<file path="src/rtl/qft3_top_pipelined.sv">
// rtl/qft3_top_pipelined.sv - Pipelined 3-qubit QFT on signed S4.4 complex amplitudes; QFT_SATURATE_EN clamps narrowing
// Six 3-register gate stages (H / CROT) and one registered SWAP give 19 register stages.

module qft3_narrow #(
  parameter int W = 8
) (
  input  logic signed [W+5:0] v_i,
  output logic signed [W-1:0] v_o
);
`ifdef QFT_SATURATE_EN
  localparam logic signed [W+5:0] MAXV = (W+6)'((2 ** (W - 1)) - 1);
  localparam logic signed [W+5:0] MINV = (W+6)'(-(2 ** (W - 1)));

  always_comb begin
    if (v_i > MAXV) begin
      v_o = MAXV[W-1:0];
    end else if (v_i < MINV) begin
      v_o = MINV[W-1:0];
    end else begin
      v_o = v_i[W-1:0];
    end
  end
`else
  logic unused_hi;
  assign unused_hi = ^v_i[W+5:W];
  assign v_o       = v_i[W-1:0];
`endif
endmodule

module qft3_stage #(
  parameter int W    = 8,
  parameter int KIND = 0,  // 0: H, 1: CROT(pi/2), 2: CROT(pi/4)
  parameter int TGT  = 0,
  parameter int CTL  = 0
) (
  input  logic                clk,
  input  logic                rst_n,
  input  logic signed [W-1:0] re_i [8],
  input  logic signed [W-1:0] im_i [8],
  output logic signed [W-1:0] re_o [8],
  output logic signed [W-1:0] im_o [8]
);
  localparam int KIND_H  = 0;
  localparam int KIND_R2 = 1;
  localparam int KIND_R4 = 2;
  localparam logic signed [W+5:0] K   = (W+6)'(11);
  localparam logic signed [W+5:0] RND = (W+6)'(8);

  logic signed [W-1:0] op_re_q  [8];
  logic signed [W-1:0] op_im_q  [8];
  logic signed [W:0]   ext_re   [8];
  logic signed [W:0]   ext_im   [8];
  logic signed [W:0]   mid_re_q [8];
  logic signed [W:0]   mid_im_q [8];
  logic signed [W:0]   mid_re_d [8];
  logic signed [W:0]   mid_im_d [8];
  logic signed [W-1:0] res_re_q [8];
  logic signed [W-1:0] res_im_q [8];
  logic signed [W-1:0] res_re_d [8];
  logic signed [W-1:0] res_im_d [8];

  for (genvar j = 0; j < 8; j++) begin : g_amp
    localparam int P     = j ^ (1 << TGT);
    localparam bit LO    = ((j >> TGT) & 1) == 0;
    localparam bit SEL   = (((j >> TGT) & 1) == 1) && (((j >> CTL) & 1) == 1);
    localparam bit SCALE = (KIND == KIND_H) || ((KIND == KIND_R4) && SEL);

    logic signed [W:0]   mre_d, mim_d;
    logic signed [W+5:0] mid_re_w, mid_im_w, wide_re, wide_im;

    assign ext_re[j] = {op_re_q[j][W-1], op_re_q[j]};
    assign ext_im[j] = {op_im_q[j][W-1], op_im_q[j]};

    always_comb begin
      mre_d = ext_re[j];
      mim_d = ext_im[j];
      if (KIND == KIND_H) begin
        if (LO) begin
          mre_d = ext_re[j] + ext_re[P];
          mim_d = ext_im[j] + ext_im[P];
        end else begin
          mre_d = ext_re[P] - ext_re[j];
          mim_d = ext_im[P] - ext_im[j];
        end
      end else if (SEL) begin
        if (KIND == KIND_R2) begin
          mre_d = -ext_im[j];
          mim_d = ext_re[j];
        end else begin
          mre_d = ext_re[j] - ext_im[j];
          mim_d = ext_re[j] + ext_im[j];
        end
      end
    end

    assign mid_re_d[j] = mre_d;
    assign mid_im_d[j] = mim_d;

    // Round half up: add 8 at full product width before the arithmetic shift.
    assign mid_re_w = {{5{mid_re_q[j][W]}}, mid_re_q[j]};
    assign mid_im_w = {{5{mid_im_q[j][W]}}, mid_im_q[j]};
    assign wide_re  = SCALE ? ((mid_re_w * K + RND) >>> 4) : mid_re_w;
    assign wide_im  = SCALE ? ((mid_im_w * K + RND) >>> 4) : mid_im_w;

    qft3_narrow #(.W(W)) u_nre (.v_i(wide_re), .v_o(res_re_d[j]));
    qft3_narrow #(.W(W)) u_nim (.v_i(wide_im), .v_o(res_im_d[j]));
  end

  always_ff @(posedge clk or negedge rst_n) begin
    if (!rst_n) begin
      for (int j = 0; j < 8; j++) begin
        op_re_q[j]  <= '0;
        op_im_q[j]  <= '0;
        mid_re_q[j] <= '0;
        mid_im_q[j] <= '0;
        res_re_q[j] <= '0;
        res_im_q[j] <= '0;
      end
    end else begin
      for (int j = 0; j < 8; j++) begin
        op_re_q[j]  <= re_i[j];
        op_im_q[j]  <= im_i[j];
        mid_re_q[j] <= mid_re_d[j];
        mid_im_q[j] <= mid_im_d[j];
        res_re_q[j] <= res_re_d[j];
        res_im_q[j] <= res_im_d[j];
      end
    end
  end

  assign re_o = res_re_q;
  assign im_o = res_im_q;
endmodule

module qft3_top_pipelined #(
  parameter int TOTAL_WIDTH = 8
) (
  input  logic                          clk,
  input  logic                          rst_n,
  input  logic signed [TOTAL_WIDTH-1:0] i000_r,
  input  logic signed [TOTAL_WIDTH-1:0] i000_i,
  input  logic signed [TOTAL_WIDTH-1:0] i001_r,
  input  logic signed [TOTAL_WIDTH-1:0] i001_i,
  input  logic signed [TOTAL_WIDTH-1:0] i010_r,
  input  logic signed [TOTAL_WIDTH-1:0] i010_i,
  input  logic signed [TOTAL_WIDTH-1:0] i011_r,
  input  logic signed [TOTAL_WIDTH-1:0] i011_i,
  input  logic signed [TOTAL_WIDTH-1:0] i100_r,
  input  logic signed [TOTAL_WIDTH-1:0] i100_i,
  input  logic signed [TOTAL_WIDTH-1:0] i101_r,
  input  logic signed [TOTAL_WIDTH-1:0] i101_i,
  input  logic signed [TOTAL_WIDTH-1:0] i110_r,
  input  logic signed [TOTAL_WIDTH-1:0] i110_i,
  input  logic signed [TOTAL_WIDTH-1:0] i111_r,
  input  logic signed [TOTAL_WIDTH-1:0] i111_i,
  output logic signed [TOTAL_WIDTH-1:0] f000_r,
  output logic signed [TOTAL_WIDTH-1:0] f000_i,
  output logic signed [TOTAL_WIDTH-1:0] f001_r,
  output logic signed [TOTAL_WIDTH-1:0] f001_i,
  output logic signed [TOTAL_WIDTH-1:0] f010_r,
  output logic signed [TOTAL_WIDTH-1:0] f010_i,
  output logic signed [TOTAL_WIDTH-1:0] f011_r,
  output logic signed [TOTAL_WIDTH-1:0] f011_i,
  output logic signed [TOTAL_WIDTH-1:0] f100_r,
  output logic signed [TOTAL_WIDTH-1:0] f100_i,
  output logic signed [TOTAL_WIDTH-1:0] f101_r,
  output logic signed [TOTAL_WIDTH-1:0] f101_i,
  output logic signed [TOTAL_WIDTH-1:0] f110_r,
  output logic signed [TOTAL_WIDTH-1:0] f110_i,
  output logic signed [TOTAL_WIDTH-1:0] f111_r,
  output logic signed [TOTAL_WIDTH-1:0] f111_i
);
  localparam int W = TOTAL_WIDTH;

  logic signed [W-1:0] a0_re [8], a0_im [8], a1_re [8], a1_im [8];
  logic signed [W-1:0] a2_re [8], a2_im [8], a3_re [8], a3_im [8];
  logic signed [W-1:0] a4_re [8], a4_im [8], a5_re [8], a5_im [8];
  logic signed [W-1:0] a6_re [8], a6_im [8];
  logic signed [W-1:0] swp_re_q [8], swp_im_q [8];

  assign a0_re = '{i000_r, i001_r, i010_r, i011_r, i100_r, i101_r, i110_r, i111_r};
  assign a0_im = '{i000_i, i001_i, i010_i, i011_i, i100_i, i101_i, i110_i, i111_i};

  qft3_stage #(.W(W), .KIND(0), .TGT(2), .CTL(0)) u_h_q2 (
    .clk(clk), .rst_n(rst_n), .re_i(a0_re), .im_i(a0_im), .re_o(a1_re), .im_o(a1_im));
  qft3_stage #(.W(W), .KIND(1), .TGT(2), .CTL(1)) u_r2_q1q2 (
    .clk(clk), .rst_n(rst_n), .re_i(a1_re), .im_i(a1_im), .re_o(a2_re), .im_o(a2_im));
  qft3_stage #(.W(W), .KIND(2), .TGT(2), .CTL(0)) u_r4_q0q2 (
    .clk(clk), .rst_n(rst_n), .re_i(a2_re), .im_i(a2_im), .re_o(a3_re), .im_o(a3_im));
  qft3_stage #(.W(W), .KIND(0), .TGT(1), .CTL(0)) u_h_q1 (
    .clk(clk), .rst_n(rst_n), .re_i(a3_re), .im_i(a3_im), .re_o(a4_re), .im_o(a4_im));
  qft3_stage #(.W(W), .KIND(1), .TGT(1), .CTL(0)) u_r2_q0q1 (
    .clk(clk), .rst_n(rst_n), .re_i(a4_re), .im_i(a4_im), .re_o(a5_re), .im_o(a5_im));
  qft3_stage #(.W(W), .KIND(0), .TGT(0), .CTL(0)) u_h_q0 (
    .clk(clk), .rst_n(rst_n), .re_i(a5_re), .im_i(a5_im), .re_o(a6_re), .im_o(a6_im));

  // Output register doubles as SWAP(q0,q2): index bits 0 and 2 exchange.
  always_ff @(posedge clk or negedge rst_n) begin
    if (!rst_n) begin
      for (int j = 0; j < 8; j++) begin
        swp_re_q[j] <= '0;
        swp_im_q[j] <= '0;
      end
    end else begin
      for (int j = 0; j < 8; j++) begin
        swp_re_q[j] <= a6_re[((j & 1) << 2) | (j & 2) | ((j >> 2) & 1)];
        swp_im_q[j] <= a6_im[((j & 1) << 2) | (j & 2) | ((j >> 2) & 1)];
      end
    end
  end

  assign f000_r = swp_re_q[0];
  assign f000_i = swp_im_q[0];
  assign f001_r = swp_re_q[1];
  assign f001_i = swp_im_q[1];
  assign f010_r = swp_re_q[2];
  assign f010_i = swp_im_q[2];
  assign f011_r = swp_re_q[3];
  assign f011_i = swp_im_q[3];
  assign f100_r = swp_re_q[4];
  assign f100_i = swp_im_q[4];
  assign f101_r = swp_re_q[5];
  assign f101_i = swp_im_q[5];
  assign f110_r = swp_re_q[6];
  assign f110_i = swp_im_q[6];
  assign f111_r = swp_re_q[7];
  assign f111_i = swp_im_q[7];
endmodule

</file>
<file path="config.mk">
export PLATFORM = sky130hd
export DESIGN_NAME = qft3_top_pipelined
export DESIGN_NICKNAME = d
export VERILOG_FILES = /design/src/rtl/qft3_top_pipelined.sv
export SDC_FILE = /design/constraint.sdc
export NUM_CORES = 2
export LEC_CHECK = 0
export ABC_AREA = 1
export BUFFER_PORTS_ARGS = -buffer_cell sky130_fd_sc_hd__buf_4
export CAP_MARGIN = 40
export CORE_ASPECT_RATIO = 1.4
export CORE_MARGIN = 2
export CORE_UTILIZATION = 40
export CTS_CLUSTER_DIAMETER = 60
export CTS_CLUSTER_SIZE = 40
export DETAILED_ROUTE_END_ITERATION = 12
export GPL_TIMING_DRIVEN = 1
export PLACE_DENSITY_LB_ADDON = 0.05
export SETUP_SLACK_MARGIN = 0.05
export SLEW_MARGIN = 20
export SYNTH_ARGS = -nofsm -noshare
export SYNTH_HDL_FRONTEND = slang
export SYNTH_HIERARCHICAL = 1
export SYNTH_SLANG_ARGS = --single-unit
</file>
<file path="constraint.sdc">
create_clock -name clk -period 3.24 [get_ports clk]
set_input_delay 0.162 -clock clk [delete_from_list [all_inputs] [get_ports clk]]
set_output_delay 0.162 -clock clk [all_outputs]
set_load 0.005 [all_outputs]
</file>
== After elaboration in Yosys (flattened, before gate mapping) ==
Index checks and enable logic that the tools add are counted.
W data, S select, Z words.

* $add $sub $neg: 108
* Multiply operators: 52

{| class="wikitable"
|+ Operators with widths
! operator !! count
|-
| $add A12 B5 Y12 const B || 52
|-
| $mul A9 B5 Y12 const B || 52
|-
| $add A8 B8 Y9 || 26
|-
| $sub A8 B8 Y9 || 26
|-
| $neg A8 Y8 || 4
|}

* Bits in registers: 2,484
* Bits of input ports: 130
* Output and inout bits: 128
* Logic and storage cells: 464

== Longest topological paths before layout ==
* Depth in word-level cells: 2
* Gate-level depth with buffers: 15
* Gate-level depth less buffers: 14

== Hierarchy ==
Netlist, hierarchy kept.

{| class="wikitable"
|+ Modules (own cells, without submodules)
! module !! times used !! cells each !! area an instance (sq um)
|-
| qft3_stage at u_h_q2 || 1 || 3,482 || 29,520.8
|-
| qft3_stage at u_h_q0 || 1 || 3,466 || 29,489.5
|-
| qft3_stage at u_h_q1 || 1 || 3,462 || 29,480.8
|-
| qft3_stage at u_r2_q0q1 ... || 2 || 447 || 9,963.3
|-
| qft3_stage at u_r4_q0q2 || 1 || 1,158 || 14,616.5
|-
| qft3_narrow || 96 || 8 || 60.1
|-
| qft3_top_pipelined || 1 || 128 || 3,203.1
|}

== Worst setup path after synthesis ==
No wires, ideal clock.

* Kind: register to register
* Start: register u_h_q1.mid_im_q (netlist bit u_h_q1/g_amp[2].mid_im_w[3])
* End: register u_h_q1.res_im_q (netlist bit u_h_q1/im_o[47])
* Setup time: 0.061 ns
* Arrival: 2.823 ns
* Data required time: 3.179 ns
* Path slack: 0.355 ns
* Cell stages (with the launch flop): 13
* Path buffers: 1
* Period minus slack after synthesis: 2.885 ns
* Path through: dfrtp_1 -> ha_1 -> fa_1 -> fa_1 -> inv_1 -> fa_1 -> inv_1 -> nand3_1 -> nand2_1 -> nand2_1 -> nand2_1 -> xor2_1 -> buf_4

* Word-level cells in the longest chain between the ends: 2

{| class="wikitable"
|+ Ends and longest elaborated chain
! what !! line !! text
|-
| start, declared || 54 || <nowiki>logic signed [W:0] mid_im_q [8];</nowiki>
|-
| start signal, assigned by index || 124 || <nowiki>mid_im_q[j] <= mid_im_d[j];</nowiki>
|-
| $mul A9 B5 Y12 || 103 || <nowiki>assign wide_im = SCALE ? ((mid_im_w * K + RND) >>> 4) : mid_im_w;</nowiki>
|-
| $add A12 B5 Y12 || 103 ||
|-
| net u_h_q1.g_amp[2].wide_im[7] || 69 || <nowiki>logic signed [W+5:0] mid_re_w, mid_im_w, wide_re, wide_im;</nowiki>
|-
| end signal, assigned by index || 126 || <nowiki>res_im_q[j] <= res_im_d[j];</nowiki>
|-
| end, declared || 58 || <nowiki>logic signed [W-1:0] res_im_q [8];</nowiki>
|}

The timed path passes the listed nets, and every way through them passes these cells.

== Final worst setup path ==
* Start: register u_h_q0.mid_im_q (netlist bit u_h_q0/g_amp[2].mid_im_w[4])
* End: register u_h_q0.res_im_q (netlist bit u_h_q0/im_o[47])

* Word-level cells in the longest chain between the ends: 2

{| class="wikitable"
|+ Ends and longest elaborated chain
! what !! line
|-
| start, declared || 54
|-
| start signal, assigned by index || 124
|-
| $mul A9 B5 Y12 || 103
|-
| $add A12 B5 Y12 || 103
|-
| net u_h_q0.g_amp[2].wide_im[7] || 69
|-
| end signal, assigned by index || 126
|-
| end, declared || 58
|}

The timed path passes the listed nets, and every way through them passes these cells.

==> flow_metrics.py <==
metrics = {
    "finish": {
        "final_cell_mix": "2458 x dfrtp_1, 2400 x inv_1, 2234 x nand2_1",
        "drive_gt1_frac": 0.0578,
        "fillerInstances": 29900,
        "final_util": 0.436,
        "layout.nets": 14400,
        "stdcell_area_um2": 138000,
        "layout_commonest_cell": "dfrtp_1",
        "syn_to_final_growth_pct": 8.48,
    },
    "die": {
        "num_io_pins": 258,
        "core_um2": 318000,
        "rows": 245,
        "die_w_um": 481,
        "die_h_um": 672,
        "initial_utilization": 0.402,
        "die-area_um2": 324000,
    },
    "critical_path": {
        "required_ps": 4010,
        "cp-end-kind": "flop",
        "r2r_cells": 11,
        "cp_data_arrival_time_ps": 3700,
        "path_max_fanout": 3,
        "criticalPathCategory": "flop to flop",
        "worstSetupStartpointType": "flop",
    },
    "synthesis": {
        "syn_area_per_cell_um2": 10.3,
        "synth_area_um2": 128000,
        "synth_fp_nets": 14500,
        "synthCells": 12400,
        "yosys_warnings": 6,
    },
    "place": {
        "place_congestion": 0.827,
        "place_area_um2": 129000,
        "dpl.hpwl_mm": 170,
        "portBuffers": 257,
    },
    "detailed_routing": {
        "drt-pass1-iter-count": 5,
        "routed_wl_mm": 217,
        "wl_per_cell_um": 13.1,
        "ant_nets": 0,
        "wl_met2_mm": 111,
        "dr.max_layer_used": "met4",
        "wirelength_met1_mm": 93.6,
        "vias": 71700,
        "routed_via_density": 4.32,
        "drt_iter0_markers": 2781,
        "dr_wl_met3_mm": 5.65,
        "drc_errors": 0,
    },
    "cts": {
        "cts.path.max_buffers": 4,
        "post_cts_buffers": 0,
        "root_buffer": "clkbuf_16",
        "clk_pin_slew_ps": 110,
        "cts-hold-fix-buffers": 258,
        "htreeDepth": 4,
        "tritoncts": "yes",
        "post_cts_resized": 0,
        "worstSkewPairLatency_ps": 890,
        "cts_buffers": 161,
        "clock-sinks": 2458,
    },
    "timing": {
        "layout_min_cycle_time_ps": 2920,
        "worst_slew_pin_slew_ps": 946,
        "holdWs_ps": 50.7,
        "maxSlewViolCount": 0,
        "slew_headroom": 0.370,
        "fmax_ghz": 0.342,
        "tns_ps": 0,
        "hold_viol": 0,
        "clock_skew_ps": 63.2,
        "period_share": 0.902,
        "setup_viol": 0,
        "rsz0062_at_grt": "false",
    },
    "global_route": {
        "grt_pass1_vias": 76300,
        "grtUsageTotal": 0.138,
        "antenna_found_initial": 3,
        "grt_pass1_wl_mm": 373,
        "overflow": 0,
        "grt_start_max_net_pins": 113,
    },
    "run": {
        "max_cap_viol_count": 0,
    },
    "worst_hold_path": {
        "hold_class": "primary input to async pin",
    },
    "run_status": {
        "status": "complete, no violations",
    },
}
==> path summary, 6_finish.rpt <==
path	slack [ps]	start	endpoint
min in group clk	310	u_r2_q1q2/ext_re[12]$_DFF_PN0_	u_r2_q1q2/g_amp[6].mid_im_w[3]$_DFF_PN0_
worst min register to register	310	u_r2_q1q2/ext_re[12]$_DFF_PN0_	u_r2_q1q2/g_amp[6].mid_im_w[3]$_DFF_PN0_
worst max register to register	320	u_h_q0/g_amp[2].mid_im_w[4]$_DFF_PN0_	u_h_q0/im_o[47]$_DFF_PN0_
worst max-delay path	320	u_h_q0/g_amp[2].mid_im_w[4]$_DFF_PN0_	u_h_q0/im_o[47]$_DFF_PN0_
max in group asynchronous	2030	rst_n	u_r4_q0q2/g_amp[6].mid_re_w[2]$_DFF_PN0_
worst min-delay path	50	rst_n	u_r4_q0q2/ext_re[2]$_DFF_PN0_
==> metrics by stage <==
step	std cells	setup WS, ps
finish	16600	317
floorplan	12400	393
CTS	16600	294
global route	16600	126
detailed placement	16100	316
global placement	16100	332
==> layer usage <==
layer / global-route usage / vias to the layer above
met5: 0 / -
met4: 0.0408 / 0
met3: 0.0165 / 313
met2: 0.252 / 706
met1: 0.169 / 34100
li1: - / 36600
==> registers in the layout, indices dropped and copies added, names as in the netlist, 65 cells and up <==
name / count
u_h_q0/g_amp.mid_im_w: 68
u_h_q0/g_amp.mid_re_w: 68
u_h_q1/g_amp.mid_im_w: 68
u_h_q1/g_amp.mid_re_w: 68
u_h_q2/g_amp.mid_im_w: 68
u_h_q2/g_amp.mid_re_w: 68
u_r4_q0q2/g_amp.mid_im_w: 65
u_r4_q0q2/g_amp.mid_re_w: 65
==> layout make-up <==
class,instances,area [um2],area share
multi-input combinational,6659,50800,0.367
inverter,2406,9030,0.0652
tap,4199,5250,0.0379
timing repair buffer,587,5410,0.0391
sequential,2458,61500,0.444
clock buffer,168,4120,0.0297
antenna,2,5.00,0.0000361
clock inverter,115,2350,0.0170
==> critical path, stage by stage, from the launching register on <==
cell,delay [ps]
dfrtp_1,430
ha_1,300
fa_1,460
fa_1,580
inv_1,70
fa_1,470
inv_1,70
nand3_1,90
nand2_1,120
nand2_1,60
nand2_1,60
xor2_1,140
Power is not shown: default switching activity piles up to over one toggle a cycle in this logic, so the estimate is an artifact.
